$ cat config.mk
export PLATFORM = sky130hd
export DESIGN_NAME = mem_arbiter_rr
export DESIGN_NICKNAME = d
export VERILOG_FILES = /design/src/rtl/mem_arb_types_pkg.sv /design/src/rtl/mem_rr_picker.sv /design/src/rtl/mem_arbiter_rr.sv
export SDC_FILE = /design/constraint.sdc
export NUM_CORES = 1
export LEC_CHECK = 0
export BUFFER_PORTS_ARGS = -buffer_cell sky130_fd_sc_hd__buf_2
export CAP_MARGIN = 10
export CORE_AREA = 2 2 80 82
export CTS_BUF_LIST = sky130_fd_sc_hd__clkbuf_16
export DETAILED_ROUTE_END_ITERATION = 12
export DIE_AREA = 0 0 82 84
export GPL_ROUTABILITY_DRIVEN = 0
export HOLD_SLACK_MARGIN = 0.15
export PLACE_DENSITY = 0.79
export SYNTH_ARGS = -nofsm -noshare
export SYNTH_HDL_FRONTEND = slang
export SYNTH_SLANG_ARGS = --single-unit
$ cat constraint.sdc
create_clock -name i_clk -period 1.9 [get_ports i_clk]
set_input_delay 0.19 -clock i_clk [delete_from_list [all_inputs] [get_ports i_clk]]
set_output_delay 0.19 -clock i_clk [all_outputs]
set_load 0.005 [all_outputs]
$ cat src/rtl/mem_arb_types_pkg.sv
// Shared types for the round-robin memory arbiter: FSM states, op encoding and
// a helper that sizes channel-index fields.
package mem_arb_types;

    typedef enum logic [1:0] {
        IDLE = 2'd0,
        BUSY = 2'd1,
        RESP = 2'd2
    } arb_state_t;

    typedef enum logic {
        OP_READ  = 1'b0,
        OP_WRITE = 1'b1
    } mem_op_t;

    // Width of a channel index; a single channel still gets a 1-bit field.
    function automatic int unsigned idx_width(input int unsigned n);
        return (n > 1) ? $clog2(n) : 1;
    endfunction

endpackage

$ cat src/rtl/mem_rr_picker.sv
// Combinational round-robin picker. Rotates the request vector so the search
// starts one past the last grant, takes the first set bit, then maps the
// offset back to an absolute channel index.
module mem_rr_picker
    import mem_arb_types::*;
#(
    parameter int unsigned NUM_CH = 2,
    parameter int unsigned IDX_W  = idx_width(NUM_CH)
) (
    input  logic [NUM_CH-1:0] i_req,
    input  logic [IDX_W-1:0]  i_last_grant,
    output logic              o_grant_valid,
    output logic [IDX_W-1:0]  o_grant
);

    int unsigned       w_start;
    int unsigned       w_off;
    logic              w_found;
    logic [NUM_CH-1:0] w_rot;

    // Rotate, priority-encode, un-rotate.
    always_comb begin
        w_start = (32'(i_last_grant) + 32'd1) % NUM_CH;
        w_rot   = '0;
        w_found = 1'b0;
        w_off   = 0;
        for (int unsigned k = 0; k < NUM_CH; k++) begin
            w_rot[k] = i_req[IDX_W'((w_start + k) % NUM_CH)];
        end
        for (int unsigned k = 0; k < NUM_CH; k++) begin
            if (!w_found && w_rot[k]) begin
                w_found = 1'b1;
                w_off   = k;
            end
        end
        o_grant_valid = w_found;
        o_grant       = IDX_W'((w_start + w_off) % NUM_CH);
    end

endmodule

$ cat src/rtl/mem_arbiter_rr.sv
// N-channel round-robin, non-preemptive memory arbiter. One access is in
// flight at a time; the winner's request fields are latched at grant so the
// channel may change or drop them while the access is outstanding.
module mem_arbiter_rr
    import mem_arb_types::*;
#(
    parameter  int unsigned NUM_CH = 2,
    parameter  int unsigned ADDR_W = 16,
    parameter  int unsigned DATA_W = 16,
    localparam int unsigned MASK_W = DATA_W / 8
) (
    input  logic                     i_clk,
    input  logic                     i_rst,
    input  logic [NUM_CH-1:0]        i_ch_read,
    input  logic [NUM_CH-1:0]        i_ch_write,
    input  logic [NUM_CH*ADDR_W-1:0] i_ch_address,
    input  logic [NUM_CH*DATA_W-1:0] i_ch_wdata,
    input  logic [NUM_CH*MASK_W-1:0] i_ch_byte_enable,
    output logic [NUM_CH-1:0]        o_ch_resp,
    output logic [DATA_W-1:0]        o_ch_rdata,
    output logic                     o_mem_read,
    output logic                     o_mem_write,
    output logic [ADDR_W-1:0]        o_mem_address,
    output logic [DATA_W-1:0]        o_mem_wdata,
    output logic [MASK_W-1:0]        o_mem_byte_enable,
    input  logic                     i_mem_resp,
    input  logic [DATA_W-1:0]        i_mem_rdata
);

    localparam int unsigned IDX_W = idx_width(NUM_CH);

    arb_state_t        r_state,      w_state_d;
    logic [IDX_W-1:0]  r_last_grant, w_last_grant_d;
    logic [IDX_W-1:0]  r_grant,      w_grant_d;
    mem_op_t           r_op,         w_op_d;
    logic [ADDR_W-1:0] r_addr,       w_addr_d;
    logic [DATA_W-1:0] r_wdata,      w_wdata_d;
    logic [MASK_W-1:0] r_mask,       w_mask_d;
    logic [NUM_CH-1:0] r_resp,       w_resp_d;
    logic [DATA_W-1:0] r_rdata,      w_rdata_d;

    logic [NUM_CH-1:0] w_req;
    logic              w_pick_valid;
    logic [IDX_W-1:0]  w_pick;

    assign w_req = i_ch_read | i_ch_write;

    mem_rr_picker #(
        .NUM_CH (NUM_CH),
        .IDX_W  (IDX_W)
    ) u_picker (
        .i_req         (w_req),
        .i_last_grant  (r_last_grant),
        .o_grant_valid (w_pick_valid),
        .o_grant       (w_pick)
    );

    // Next-state: arbitrate in IDLE, wait for memory in BUSY, pulse resp in RESP.
    always_comb begin
        w_state_d      = r_state;
        w_last_grant_d = r_last_grant;
        w_grant_d      = r_grant;
        w_op_d         = r_op;
        w_addr_d       = r_addr;
        w_wdata_d      = r_wdata;
        w_mask_d       = r_mask;
        w_resp_d       = '0;
        w_rdata_d      = r_rdata;
        unique case (r_state)
            IDLE: begin
                if (w_pick_valid) begin
                    w_grant_d      = w_pick;
                    w_last_grant_d = w_pick;
                    // Read wins when both read and write are raised.
                    w_op_d         = i_ch_read[w_pick] ? OP_READ : OP_WRITE;
                    w_addr_d       = i_ch_address[32'(w_pick) * ADDR_W +: ADDR_W];
                    w_wdata_d      = i_ch_wdata[32'(w_pick) * DATA_W +: DATA_W];
                    w_mask_d       = i_ch_byte_enable[32'(w_pick) * MASK_W +: MASK_W];
                    w_state_d      = BUSY;
                end
            end
            BUSY: begin
                if (i_mem_resp) begin
                    w_resp_d[r_grant] = 1'b1;
                    if (r_op == OP_READ) begin
                        w_rdata_d = i_mem_rdata;
                    end
                    w_state_d = RESP;
                end
            end
            RESP: begin
                w_state_d = IDLE;
            end
            default: begin
                w_state_d = IDLE;
            end
        endcase
    end

    // State and latch registers with synchronous reset.
    always_ff @(posedge i_clk) begin
        if (i_rst) begin
            r_state      <= IDLE;
            r_last_grant <= IDX_W'(NUM_CH - 1);
            r_grant      <= '0;
            r_op         <= OP_READ;
            r_addr       <= '0;
            r_wdata      <= '0;
            r_mask       <= '0;
            r_resp       <= '0;
            r_rdata      <= '0;
        end else begin
            r_state      <= w_state_d;
            r_last_grant <= w_last_grant_d;
            r_grant      <= w_grant_d;
            r_op         <= w_op_d;
            r_addr       <= w_addr_d;
            r_wdata      <= w_wdata_d;
            r_mask       <= w_mask_d;
            r_resp       <= w_resp_d;
            r_rdata      <= w_rdata_d;
        end
    end

    assign o_mem_read        = (r_state == BUSY) && (r_op == OP_READ);
    assign o_mem_write       = (r_state == BUSY) && (r_op == OP_WRITE);
    assign o_mem_address     = r_addr;
    assign o_mem_wdata       = r_wdata;
    assign o_mem_byte_enable = r_mask;
    assign o_ch_resp         = r_resp;
    assign o_ch_rdata        = r_rdata;

endmodule

==> results of run 1 <==
==> path summary, 6_finish.rpt <==
path / slack, ns / cells past startpoint / to
worst max-delay path: 0.34 / 4 / o_mem_address[12]
worst min-delay path: 0.16 / 2 / o_mem_address[5]
worst max register to register: 0.34 / 4 / o_mem_address[12]
worst min register to register: 0.45 / 2 / o_ch_rdata[15]
==> cell usage in the layout, fill, tap and decap left out <==
| cell | synthesis | final |
|---|---|---|
| a211o_1 | 1 | 1 |
| a21oi_1 | 19 | 19 |
| a41oi_1 | 34 | 34 |
| and2_1 | 1 | 1 |
| and3b_1 | 1 | 1 |
| buf_2 | 5 | 144 |
| buf_4 | 0 | 12 |
| bufinv_16 | 0 | 1 |
| clkbuf_16 | 0 | 9 |
| clkinv_1 | 0 | 1 |
| clkinv_2 | 0 | 2 |
| dfxtp_1 | 57 | 57 |
| dlygate4sd3_1 | 0 | 32 |
| inv_1 | 35 | 38 |
| nand2_1 | 33 | 33 |
| nand2b_1 | 2 | 2 |
| nand3_1 | 1 | 1 |
| nand4bb_1 | 1 | 1 |
| nor2_1 | 3 | 2 |
| nor2_2 | 1 | 2 |
| nor2b_1 | 1 | 1 |
| nor3b_1 | 1 | 1 |
| nor4_2 | 1 | 1 |
| nor4bb_1 | 2 | 1 |
| nor4bb_2 | 0 | 1 |
| o21ai_0 | 2 | 2 |
| o21bai_1 | 2 | 1 |
| o21bai_2 | 0 | 1 |
| o221a_1 | 34 | 34 |
| o311a_1 | 1 | 1 |
| or2_1 | 2 | 2 |
| or3b_1 | 1 | 1 |
==> power by group through the flow <==
| stage | Combinational, mW | Clock (mW) | Sequential, mW |
|---|---|---|---|
| after global routing | 0.762 | 1.57 | 1.41 |
| after detailed placement | 0.634 | 0 | 1.42 |
| after floorplan | 0.341 | 0 | 1.42 |
| after CTS | 0.687 | 1.53 | 1.40 |
| final | 0.689 | 1.50 | 1.40 |
| after global placement | 0.619 | 0 | 1.41 |
==> cell type report <==
| cell class | count | area [µm²] | share of cell area |
|---|---|---|---|
| sequential | 57 | 1140 | 0.295 |
| timing repair buffer | 188 | 1130 | 0.293 |
| multi-input combinational | 144 | 1080 | 0.281 |
| clock buffer | 9 | 225 | 0.0583 |
| inverter | 35 | 131 | 0.0340 |
| tap | 77 | 96.3 | 0.0249 |
| clock inverter | 7 | 55.1 | 0.0142 |
==> layer usage <==
metal | track usage | up-vias | share of wire
li1 | - | 1323 | -
met1 | 0.246 | 1264 | 0.41
met2 | 0.394 | 102 | 0.51
met3 | 0.0812 | 9 | 0.074
met4 | 0.0500 | 0 | 0.011
met5 | 0 | - | 0
==> cells by family (layout without fill, tap and decap cells) <==
kind of cell           count (synthesis)  count (layout)
AO/OA/AOI/OAI                         93              93
flip-flops                            57              57
AND/OR/NAND/NOR                       51              51
buffers and inverters                 63             239
==> through the flow <==
step / power [mW] / std cells / hold WS (ns)
2_1_floorplan: 1.76 / 264 / 0.326
3_3_place_gp: 2.03 / 469 / 0.430
3_5_place_dp: 2.05 / 469 / 0.438
4_1_cts: 3.61 / 517 / 0.150
5_1_grt: 3.75 / 517 / 0.156
6_report: 3.59 / 517 / 0.155
==> flip-flops by register name, indices dropped and copies added (netlist names) <==
name and cells:
r_state 2, r_grant 1, o_ch_resp 2, o_mem_byte_enable 2
o_mem_address 16, o_mem_wdata 16, r_last_grant 1, o_ch_rdata 16
r_op 1
==> worst max-delay path, stage by stage (launching register included) <==
cell and delay, ns:
dfxtp_1 0.38, or2_1 0.32, a211o_1 0.26, buf_4 0.22, o221a_1 0.27
==> flow_metrics.tcl, run 1 <==
set metrics [dict create \
    max-cap-violations 0 \
    setup_viol 0 \
    rows 29 \
    clk_latency_ns 0.32 \
    fin_worst_skew_ns 0.00473 \
    maxSlewViolCount 0 \
    hold_path.class "in -> reg" \
    setup_tns_ns 0 \
    synth_common_cells "dfxtp_1, inv_1, a41oi_1, o221a_1, nand2_1" \
    crit_start "r_state[1]" \
    drt-pass1-iter-count 5 \
    synthXorXnorAreaFrac 0 \
    syn2layout_area_growth_pct 55.5 \
    grt_remaining_overflow 0 \
    ys_seq_area_frac 0.459 \
    die-area_um2 6890 \
    ys_ff_latch 57 \
    p_clk_frac 0.418 \
    die_h_um 84 \
    fin_area_um2 3860 \
    preCtsSetupSlack_ns 0.318 \
    postRouteAntennaNets 0 \
    synth_flop_cell "dfxtp_1" \
    p_sw_frac 0.255 \
    ios 145 \
    vias_per_cell 5.22 \
    root_buffer "clkbuf_16" \
    grt_max_degree 35 \
    p_sw_uw 917 \
    pwr-share-comb 0.192 \
    intPower_mw 2.67 \
    synth_cells 264 \
    fmax_mhz 639 \
    r2r-start "r_state[1]" \
    cp_max_fo 22 \
    synth_top_area_cell "dfxtp_1" \
    gr-usage-all-layers 0.221 \
    slew_headroom 0.681 \
    yosys_warnings 0 \
    coreArea_um2 6100 \
    min_period_over_period 0.823 \
    vias 2698 \
    synth_simple_gate_area_share 0.102 \
    grt_pass1_wl_um 12000 \
    synth_compound_area_frac 0.330 \
    syn_area_um2 2490 \
    cts_resized 0 \
    crit_path_end_kind "flip-flop" \
    nNetsFinal 526 \
    crit_type "reg -> reg" \
    min_from "i_ch_address[21]" \
    synth_edf_count 0 \
    vdd_drop_max_mv 0.670 \
    outcome "finished, final reports clean" \
    portBuffers 144 \
    hold_viol 0 \
    cp.arrival_ns 1.76 \
    clk_pin_slew_ns 0.05 \
    netlist-cell-type-count 26 \
    start_util 0.408 \
    clock_path_buffers 2 \
    yosys-mux-area-fraction 0 \
    h-tree-depth 3 \
    critPathRequiredTime_ns 2.10 \
    synth_top_family_by_area "compound AO/OA/AOI/OAI gates" \
    grt_pass1_vias 2691 \
    drt_wl_total_um 7610 \
    postCtsSetupBuffers 0 \
    wl_per_cell_um 14.7 \
    grt_antenna_before_repair 0 \
    fillers 504 \
    period_minus_slack_ns 1.56 \
    drt-initial-drc-count 60 \
    cts_buffers 9 \
    worst_slack_ns 0.336 \
    yosysMostFrequentCell "dfxtp_1" \
    syn_area_per_cell_um2 9.42 \
    placed_cell_area_um2 3260 \
    synthAdderAreaFrac 0 \
    hpwlAfterDp_um 4990 \
    holdBufCountCts 32 \
    clkSinkCount 57 \
    drc_errors 0 \
    synth_area_leaders "dfxtp_1, o221a_1, a41oi_1, inv_1, nand2_1" \
    yosysTopAreaCellShare 0.459 \
    worst_slew_pin_slew_ns 0.475 \
    drive_gt1_frac 0.393 \
    cts_tree "yes" \
    synthesis.nets 355 \
    rsz0062_at_grt "false" \
    antenna_cells 0 \
    synthArstFlopShare 0 \
    final_core_utilization 0.634 \
    power.leakage_nw 1.87 \
    powerDensity_nw_per_um2 928 \
    critPathLaunchType "flip-flop" \
    seq_power_share 0.390 \
    die_w_um 82 \
]
Note: power is estimated with default switching activity, not from simulation.
==> inputs of run 2 (changes only) <==
Settings changed: CORE_AREA 2 2 80 82 to 2 2 83 85, DIE_AREA 0 0 82 84 to 0 0 85 87, PLACE_DENSITY 0.79 to 0.78.
Clock period 1.9 ns to 1.4 ns, I/O delays scaled along.
==> flow_metrics.tcl, run 2 (synthesized netlist as in run 1, its figures left out) <==
set metrics [dict create \
    outcome "complete, but fails checks" \
    violations "negative setup slack" \
    grt_antenna_before_repair 0 \
    power.leakage_nw 2.02 \
    clk_latency_ns 0.32 \
    die_w_um 85 \
    whs_ns 0.204 \
    postCtsSetupBuffers 0 \
    drt-pass1-iter-count 4 \
    vias 2849 \
    rows 30 \
    grt_remaining_overflow 0 \
    hold_viol 0 \
    h-tree-depth 3 \
    clkSinkCount 57 \
    hpwlAfterDp_um 5050 \
    critPathRequiredTime_ns 1.60 \
    crit_start "r_state[1]" \
    postRouteAntennaNets 0 \
    root_buffer "clkbuf_16" \
    drive_gt1_frac 0.392 \
    drt_wl_total_um 8130 \
    worst_slack_ns -0.0156 \
    min_from "i_ch_wdata[13]" \
    cts_tree "yes" \
    cp_slowest_cell "dfxtp_2" \
    critPathLaunchType "flip-flop" \
    nNetsFinal 553 \
    clk_pin_slew_ns 0.05 \
    final_cell_mix "buf_2, dfxtp_1, dlygate4sd3_1, inv_1" \
    coreArea_um2 6570 \
    rsz0062_at_grt "true" \
    fillers 524 \
    crit_path_end_kind "flip-flop" \
    wl_per_cell_um 14.9 \
    placed_cell_area_um2 3360 \
    crit_type "reg -> reg" \
    grt_pass1_wl_um 12700 \
    multi_input_area_um2 1090 \
    ios 145 \
    cp_max_fo 19 \
    start_util 0.378 \
    slew_headroom 0.707 \
    hold_path.class "in -> reg" \
    worst_slew_pin_slew_ns 0.434 \
    regArea_um2 1140 \
    powerDensity_nw_per_um2 1240 \
    maxSlewViolCount 0 \
    drt-initial-drc-count 95 \
    die_h_um 87 \
    vdd_drop_max_mv 0.882 \
    die-area_um2 7400 \
    antenna_cells 0 \
    setup_viol 4 \
    crit_chain "or2_1 > a211o_1 > buf_6 > o221a_1" \
    grt_max_degree 51 \
    gr-usage-all-layers 0.213 \
    cp.arrival_ns 1.61 \
    slowest_delay_ns 0.31 \
    fin_worst_skew_ns 0.00540 \
    final_common_cell "buf_2" \
    portBuffers 144 \
    max-cap-violations 0 \
    grt_pass1_vias 2823 \
    clock_path_buffers 2 \
    drc_errors 0 \
    syn2layout_area_growth_pct 69.9 \
    r2r-start "r_state[1]" \
    fin_area_um2 4220 \
    period_minus_slack_ns 1.42 \
    min_period_over_period 1.01 \
    vias_per_cell 5.21 \
    fmax_mhz 706 \
    cts_buffers 9 \
]
==> run 2: cell types whose count changed in the layout (fill, tap and decap cells not counted), sizes merged <==
cell and change:
bufinv +1, clkinvlp +1, dlygate4sd3 +20, clkinv +1, inv -3, buf +7
==> run 2: area by class of cell <==
| type | instances | area share |
|---|---|---|
| multi-input combinational | 144 | 0.259 |
| tap | 80 | 0.0237 |
| inverter | 35 | 0.0311 |
| clock inverter | 7 | 0.0201 |
| timing repair buffer | 215 | 0.342 |
| clock buffer | 9 | 0.0533 |
| sequential | 57 | 0.271 |
==> run 2: worst max-delay path: cells and delay by family (launching register included) <==
kind,cells,cell delay [ns]
compound gates,2,0.54
simple gates,1,0.26
flops,1,0.31
buf+inv,1,0.18
==> run 2: through the flow <==
| stage | utilization | instances | total power [mW] | worst slack, ns | TNS (ns) |
|---|---|---|---|---|---|
| finish | 0.643 | 547 | 5.22 | -0.0156 | -0.0474 |
| global route | 0.643 | 547 | 5.45 | -0.0394 | -0.865 |
| CTS | 0.640 | 546 | 5.25 | -0.0142 | -0.0324 |
| detailed placement | 0.512 | 478 | 2.85 | -0.0259 | -0.237 |
| global placement | 0.512 | 478 | 2.82 | 0.0121 | 0 |
| floorplan | - | 264 | 2.39 | -0.0961 | -2.69 |
==> run 2: worst paths after layout <==
path,endpoint,slack (ns),depth (start not counted)
worst max-delay path,o_mem_wdata[10],-0.02,4
worst min-delay path,o_mem_wdata[13],0.20,4
worst min register to register,o_ch_resp[0],0.44,1
worst max register to register,o_mem_wdata[10],-0.02,4
==> run 2: layer usage <==
metal	vias up	wire length (µm)	track usage
li1	1383	-	-
met1	1336	3400	0.255
met2	114	4020	0.362
met3	16	566	0.0502
met4	0	142	0.0996
met5	-	0	0
==> run 2: report_power, final <==
part | internal (mW) | switching [mW] | total, mW
Clock | 1.54 | 0.725 | 2.26
Combinational | 0.583 | 0.481 | 1.06
Sequential | 1.80 | 0.0969 | 1.89
==> run 2: repair_timing <==
action                                  4_1_cts  5_1_grt
endpoints found under the setup margin       34       42
endpoints found under the hold margin        54        0
gates cloned                                  0        1
gates resized for setup                       2        5
hold buffers                                 52        0
